$ cat config.mk
export PLATFORM = sky130hd
export DESIGN_NAME = move_executor_flat
export DESIGN_NICKNAME = d
export VERILOG_FILES = /design/src/rtl/move_executor_if.sv /design/src/rtl/move_executor.sv /design/src/flat_wrapper.sv
export SDC_FILE = /design/constraint.sdc
export NUM_CORES = 1
export LEC_CHECK = 0
export BUFFER_PORTS_ARGS = -buffer_cell sky130_fd_sc_hd__buf_2
export CORE_MARGIN = 4
export CORE_UTILIZATION = 63
export DETAILED_ROUTE_END_ITERATION = 12
export GPL_ROUTABILITY_DRIVEN = 1
export HOLD_SLACK_MARGIN = 0.02
export PLACE_DENSITY = 0.93
export SYNTH_ARGS = -nofsm -noshare
export SYNTH_HDL_FRONTEND = slang
export SYNTH_SLANG_ARGS = --single-unit
$ cat constraint.sdc
create_clock -name clock -period 3.9 [get_ports clock]
set_clock_uncertainty 0.2 [all_clocks]
set_input_delay 0.585 -clock clock [delete_from_list [all_inputs] [get_ports clock]]
set_output_delay 0.585 -clock clock [all_outputs]
set_load 0.03 [all_outputs]
$ cat src/rtl/move_executor_if.sv
// Move handshake and stepper-pin bundle between the move sequencer and move_executor.
// master = sequencer side, slave = executor side.
interface move_executor_if;
  logic       start_move;
  logic [3:0] next_move;
  logic       move_done;
  logic       busy;
  logic       bad_move;
  logic [5:0] step;
  logic [5:0] dir;
  logic [5:0] motor_en;

  modport master (
    output start_move, next_move,
    input  move_done, busy, bad_move, step, dir, motor_en
  );

  modport slave (
    input  start_move, next_move,
    output move_done, busy, bad_move, step, dir, motor_en
  );
endinterface

$ cat src/rtl/move_executor.sv
// Executes one quarter-turn move per accepted start_move on one of six face steppers.
// Optional acceleration ramp on the first/last RAMP_STEPS steps: define MOVE_EXECUTOR_RAMP_EN.
module move_executor #(
  parameter int unsigned STEPS_PER_QTR = 50,
  parameter int unsigned STEP_PERIOD   = 2000,
  parameter int unsigned STEP_HIGH     = 200,
  parameter int unsigned SETTLE_CYCLES = 100000,
  parameter int unsigned RAMP_STEPS    = 5
) (
  input logic           clock,
  input logic           reset,
  move_executor_if.slave move_io
);

`ifdef MOVE_EXECUTOR_RAMP_EN
  localparam bit          RampEn    = 1'b1;
  localparam int unsigned MaxPeriod = 2 * STEP_PERIOD;
`else
  localparam bit          RampEn    = 1'b0;
  localparam int unsigned MaxPeriod = STEP_PERIOD;
`endif

  localparam int unsigned StepW = (STEPS_PER_QTR > 1) ? $clog2(STEPS_PER_QTR) : 1;
  localparam int unsigned PerW  = (MaxPeriod > 1) ? $clog2(MaxPeriod) : 1;
  localparam int unsigned SetW  = (SETTLE_CYCLES > 1) ? $clog2(SETTLE_CYCLES) : 1;

  localparam logic [StepW-1:0] LastStep   = StepW'(STEPS_PER_QTR - 1);
  localparam logic [PerW-1:0]  HighLast   = PerW'(STEP_HIGH - 1);
  localparam logic [PerW-1:0]  PerLast    = PerW'(STEP_PERIOD - 1);
  localparam logic [PerW-1:0]  RampLast   = PerW'(2 * STEP_PERIOD - 1);
  localparam logic [SetW-1:0]  SettleLast = SetW'((SETTLE_CYCLES > 0) ? SETTLE_CYCLES - 1 : 0);

  typedef enum logic [2:0] {StIdle, StStepHi, StStepLo, StSettle, StDone} state_e;

  state_e           state_q, state_d;
  logic [PerW-1:0]  per_q, per_d;
  logic [StepW-1:0] step_q, step_d;
  logic [SetW-1:0]  set_q, set_d;
  logic             lead_q, lead_d;
  logic             act_q, act_d;
  logic             bad_q, bad_d;
  logic [5:0]       en_q, en_d;
  logic [5:0]       dir_q, dir_d;

  logic [3:0]       code_m1;
  logic [2:0]       face;
  logic             is_ramp;
  logic [PerW-1:0]  per_last;

  assign code_m1  = move_io.next_move - 4'd1;
  assign face     = code_m1[3:1];
  assign is_ramp  = RampEn && ((32'(step_q) < RAMP_STEPS) ||
                               (32'(step_q) >= STEPS_PER_QTR - RAMP_STEPS));
  assign per_last = is_ramp ? RampLast : PerLast;

  always_comb begin
    state_d = state_q;
    per_d   = per_q;
    step_d  = step_q;
    set_d   = set_q;
    lead_d  = lead_q;
    act_d   = act_q;
    bad_d   = bad_q;
    en_d    = en_q;
    dir_d   = dir_q;

    unique case (state_q)
      StIdle: begin
        if (move_io.start_move) begin
          // One lead-in cycle in StStepLo so the first step rises one edge after accept.
          state_d = StStepLo;
          lead_d  = 1'b1;
          per_d   = '0;
          step_d  = '0;
          bad_d   = (move_io.next_move >= 4'd13);
          act_d   = (move_io.next_move != 4'd0) && (move_io.next_move <= 4'd12);
          if ((move_io.next_move != 4'd0) && (move_io.next_move <= 4'd12)) begin
            en_d  = 6'b000001 << face;
            dir_d = {5'b0, code_m1[0]} << face;
          end else begin
            en_d  = '0;
            dir_d = '0;
          end
        end
      end
      StStepHi: begin
        per_d = per_q + 1'b1;
        if (per_q == HighLast) begin
          state_d = StStepLo;
        end
      end
      StStepLo: begin
        if (lead_q) begin
          lead_d  = 1'b0;
          per_d   = '0;
          state_d = act_q ? StStepHi : StDone;
        end else if (per_q == per_last) begin
          per_d = '0;
          if (step_q == LastStep) begin
            set_d   = '0;
            state_d = (SETTLE_CYCLES == 0) ? StDone : StSettle;
          end else begin
            step_d  = step_q + 1'b1;
            state_d = StStepHi;
          end
        end else begin
          per_d = per_q + 1'b1;
        end
      end
      StSettle: begin
        set_d = set_q + 1'b1;
        if (set_q == SettleLast) begin
          state_d = StDone;
        end
      end
      StDone: begin
        state_d = StIdle;
      end
      default: begin
        state_d = StIdle;
      end
    endcase

    if (state_d == StDone) begin
      en_d  = '0;
      dir_d = '0;
    end
  end

  always_ff @(posedge clock) begin
    if (reset) begin
      state_q <= StIdle;
      per_q   <= '0;
      step_q  <= '0;
      set_q   <= '0;
      lead_q  <= 1'b0;
      act_q   <= 1'b0;
      bad_q   <= 1'b0;
      en_q    <= '0;
      dir_q   <= '0;
    end else begin
      state_q <= state_d;
      per_q   <= per_d;
      step_q  <= step_d;
      set_q   <= set_d;
      lead_q  <= lead_d;
      act_q   <= act_d;
      bad_q   <= bad_d;
      en_q    <= en_d;
      dir_q   <= dir_d;
    end
  end

  assign move_io.step      = (state_q == StStepHi) ? en_q : 6'b0;
  assign move_io.dir       = dir_q;
  assign move_io.motor_en  = en_q;
  assign move_io.busy      = (state_q != StIdle);
  assign move_io.move_done = (state_q == StDone);
  assign move_io.bad_move  = bad_q;

endmodule

$ cat src/flat_wrapper.sv
// flat-port wrapper written by rule: the top's interface ports become plain ports
module move_executor_flat 
#(
  parameter int unsigned STEPS_PER_QTR = 50,
  parameter int unsigned STEP_PERIOD   = 2000,
  parameter int unsigned STEP_HIGH     = 200,
  parameter int unsigned SETTLE_CYCLES = 100000,
  parameter int unsigned RAMP_STEPS    = 5
)
  (clock, reset, move_io_start_move, move_io_next_move, move_io_move_done, move_io_busy, move_io_bad_move, move_io_step, move_io_dir, move_io_motor_en);
  move_executor_if move_io_i ();
  input logic clock;
  input logic reset;
  input wire logic [$bits(move_io_i.start_move)-1:0] move_io_start_move;
  input wire logic [$bits(move_io_i.next_move)-1:0] move_io_next_move;
  output wire logic [$bits(move_io_i.move_done)-1:0] move_io_move_done;
  output wire logic [$bits(move_io_i.busy)-1:0] move_io_busy;
  output wire logic [$bits(move_io_i.bad_move)-1:0] move_io_bad_move;
  output wire logic [$bits(move_io_i.step)-1:0] move_io_step;
  output wire logic [$bits(move_io_i.dir)-1:0] move_io_dir;
  output wire logic [$bits(move_io_i.motor_en)-1:0] move_io_motor_en;
  assign move_io_i.start_move = move_io_start_move;
  assign move_io_i.next_move = move_io_next_move;
  assign move_io_move_done = move_io_i.move_done;
  assign move_io_busy = move_io_i.busy;
  assign move_io_bad_move = move_io_i.bad_move;
  assign move_io_step = move_io_i.step;
  assign move_io_dir = move_io_i.dir;
  assign move_io_motor_en = move_io_i.motor_en;
  move_executor #(.STEPS_PER_QTR(STEPS_PER_QTR), .STEP_PERIOD(STEP_PERIOD), .STEP_HIGH(STEP_HIGH), .SETTLE_CYCLES(SETTLE_CYCLES), .RAMP_STEPS(RAMP_STEPS)) u_core (.clock(clock), .reset(reset), .move_io(move_io_i));
endmodule
==> key figures <==
Routing
  – DR WL/cell: 14.8 um
  – Avg Vias per Cell: 6.11
  – DRT Pass-1 Iters: 6
  – DRT Wirelength: 5930 um
  – Vias: 2438
  – Final ANT Viol Nets: 0
  – DRC viols: 0
  – Initial drt markers: 170

Synth
  – Post-synthesis xor/xnor area fraction: 8.44%
  – Post-synthesis mux area share: 0.371%
  – Share of synthesized registers carrying an async set or reset: 0%
  – Post-synthesis sequential area ratio: 38.6%
  – Cells after synthesis: 326
  – Syn nets: 341
  – Mean area per synthesized cell: 8.27 um^2
  – EDFF count, synth: 0
  – Distinct cells, synth: 52
  – Post-Synth Simple-Gate Area: 32.5%
  – Synthesis-stage register bit count: 52
  – Cell Area, Synth: 2700 um^2
  – Most used DFF post-synth: dfxtp_1
  – Post-synthesis adder-cell area fraction: 3.71%
  – Largest family of logic cells by synthesized area: simple AND/OR/NAND/NOR gates
  – Post-synthesis compound-gate area fraction: 12.8%
  – Ys Warns: 0

STA
  – Setup_tns: 0 ns
  – # setup viols final: 0
  – Min cycle time layout: 2.95 ns
  – Fin worst setup slack: 0.955 ns
  – Final period util: 75.5%
  – Max-Slew Margin vs Limit: 31.8%
  – Slew Viols, Final: 0
  – Final count of hold timing violations: 0
  – Hold_ws: 0.255 ns
  – Worst-Margin Slew: 1.02 ns
  – Fmax: 0.340 GHz
  – RSZ-0062 raised after global routing: false

Floorplanning
  – Die ar.: 5390 um^2
  – Die height: 73.4 um
  – Die width: 73.4 um
  – Row count: 23
  – Initial Util: 66.5%
  – Area of the core: 4060 um^2
  – Ports: 28

Global route
  – Total track usage: 22.7%
  – GRT overflow: 0
  – First-pass GRT wire length: 9670 um
  – Largest net degree at the start of global routing: 19
  – Vias in the first global route: 2232
  – Initial antenna violation count: 0

Setup path
  – Crit Path Class: reg -> out
  – Critical-path top delay cell: nor3b_1
  – Critical Path AT: 2.16 ns
  – Crit-path max FO: 12
  – Delay-heaviest family, CP: simple AND/OR/NAND/NOR gates
  – Crit end category: primary output
  – Crit path required time: 3.12 ns
  – Crit-path cells: nor3b_1 > and2_1 > buf_2
  – CP bufs+invs: 1
  – Crit start category: register
  – Max incr delay on CP: 0.87 ns

Clocking
  – Skew-Pair Late Insertion Delay: 0.31 ns
  – Clock transition at path regs: 0.09 ns
  – Num CTS Buffers: 5
  – PostCTS Resize Cnt: 0
  – TritonCTS clock tree: yes
  – Max clock buf depth: 2
  – Clock Tree Root: clkbuf_8
  – Post-CTS Setup Inserts: 0
  – H-tree Lvls: 2
  – Sink Count: 52
  – # hold bufs at CTS: 0

Place
  – Cells after DPL: 391
  – Placement Cell Area: 2840 um^2
  – Detailed Place HPWL: 4140 um
  – Number of I/O port buffers: 27
  – Place WS: 1.26 ns
  – Final Wtd Congestion: 0.910

Final layout
  – Share of cells above drive strength 1: 13.5%
  – Area Growth Syn to Fin: 8.53%
  – Final Cell Area: 2930 um^2
  – Core Util, Final: 72.2%
  – N_diodes: 0
  – Final cell count without fillers: 399
  – Fin nets: 363

Power and ir drop
  – PwrDens: 346 nW/um^2
  – Final Power: 1.01 mW
  – Max VDD drop: 0.217 mV
  – Pleak: 1.09 nW

Run
  – Max cap viols: 0

Status
  – Run status: completed

Worst hold path
  – Worst min path class: reg -> reg
==> final timing paths <==
path | to | depth (start not counted) | start | slack [ns]
worst max register to register | u_core.step_q[3]$_SDFFE_PP0P_ | 6 | u_core.per_q[0]$_SDFFE_PP0P_ | 1.22
worst max-delay path | move_io_step[2] | 3 | u_core.state_q[0]$_SDFF_PP0_ | 0.95
worst min register to register | u_core.move_io.dir[4]$_SDFFE_PP0P_ | 2 | u_core.move_io.dir[4]$_SDFFE_PP0P_ | 0.25
worst min-delay path | u_core.move_io.dir[4]$_SDFFE_PP0P_ | 2 | u_core.move_io.dir[4]$_SDFFE_PP0P_ | 0.25
==> registers in the layout (all words and copies together) (netlist names) <==
register                 flops
u_core.set_q                17
u_core.act_q                 1
u_core.per_q                11
u_core.move_io.dir           6
u_core.move_io.bad_move      1
u_core.step_q                6
u_core.lead_q                1
u_core.state_q               3
u_core.move_io.motor_en      6
==> layout make-up <==
type                            instances  area (um^2)
Tap cell                               50         62.6
Sequential cell                        52         1040
Fill cell                             298         1130
Inverter                                7         26.3
Clock buffer                            8         90.1
Timing Repair Buffer                   29          150
Multi-Input combinational cell        253         1560
==> Yosys cell counts, drive strengths merged (2+ instances only) <==
master  number  area (um^2)
o21ai        7         35.0
nand3       23          115
ha           8          100
nor3         8         40.0
a22oi        3         22.5
a211o        2         17.5
dfxtp       52         1040
a31oi        2         12.5
nand2       30          113
clkbuf      11         51.3
nor4        11         68.8
a21oi       21          105
or4          2         15.0
and3         4         26.3
nor4b        3         26.3
xnor2       18          158
and4         2         17.5
o41a         2         33.8
or2          3         18.8
buf          3         21.3
o41ai        2         25.0
nand4        9         56.3
xor2         8         70.1
nand2b       4         25.0
inv          7         26.3
a311oi       2         17.5
or3          7         48.8
nand4b       3         32.5
nor3b        4         30.0
nor2        43          161
and2        10         63.8
==> cell usage in the layout, fill, tap and decap left out, drive strengths merged, types with 2 or more instances in the layout <==
cell type,count
xor2,8
nor3b,4
nor4,11
dfxtp,52
nand4b,3
a22oi,3
o41ai,2
xnor2,18
nor4b,3
nand3,23
and4,2
a21oi,21
buf,29
ha,8
nand4,9
or4,2
nand2b,4
nor3,8
o41a,2
or3,7
inv,7
o21ai,7
clkbuf,8
or2,3
nor2,43
nand2,30
and3,4
a31oi,2
a211o,2
and2,10
a311oi,2
==> report_power, final <==
| part | total [mW] | internal [mW] | switching, mW |
|---|---|---|---|
| registers | 0.557 | 0.541 | 0.0160 |
| clock network | 0.316 | 0.145 | 0.171 |
| logic | 0.141 | 0.0431 | 0.0979 |
| total | 1.01 | 0.729 | 0.285 |
==> per-layer routing <==
layer  share of wire [%]  track usage, %
met1                  44            27.0
met2                  48            37.7
met3                 5.0            4.38
met4                 3.0            13.7
met5                   0               0
==> logic make-up after synthesis <==
family	after synthesis
AND/OR/NAND/NOR	168
flip-flops	52
AO/OA/AOI/OAI	50
XOR/XNOR	26
buffers and inverters	21
adder cells (fa/ha/maj)	8
multiplexers	1
==> worst reg2reg max path, delay by kind of cell (launching register included) <==
| kind | cells | cell delay [ns] |
|---|---|---|
| AOI/OAI and AO/OA | 1 | 0.52 |
| DFF | 1 | 0.44 |
| and+or+nand+nor | 4 | 1.16 |
| adders and majority gates | 1 | 0.31 |
(Power assumes the default switching activity.)
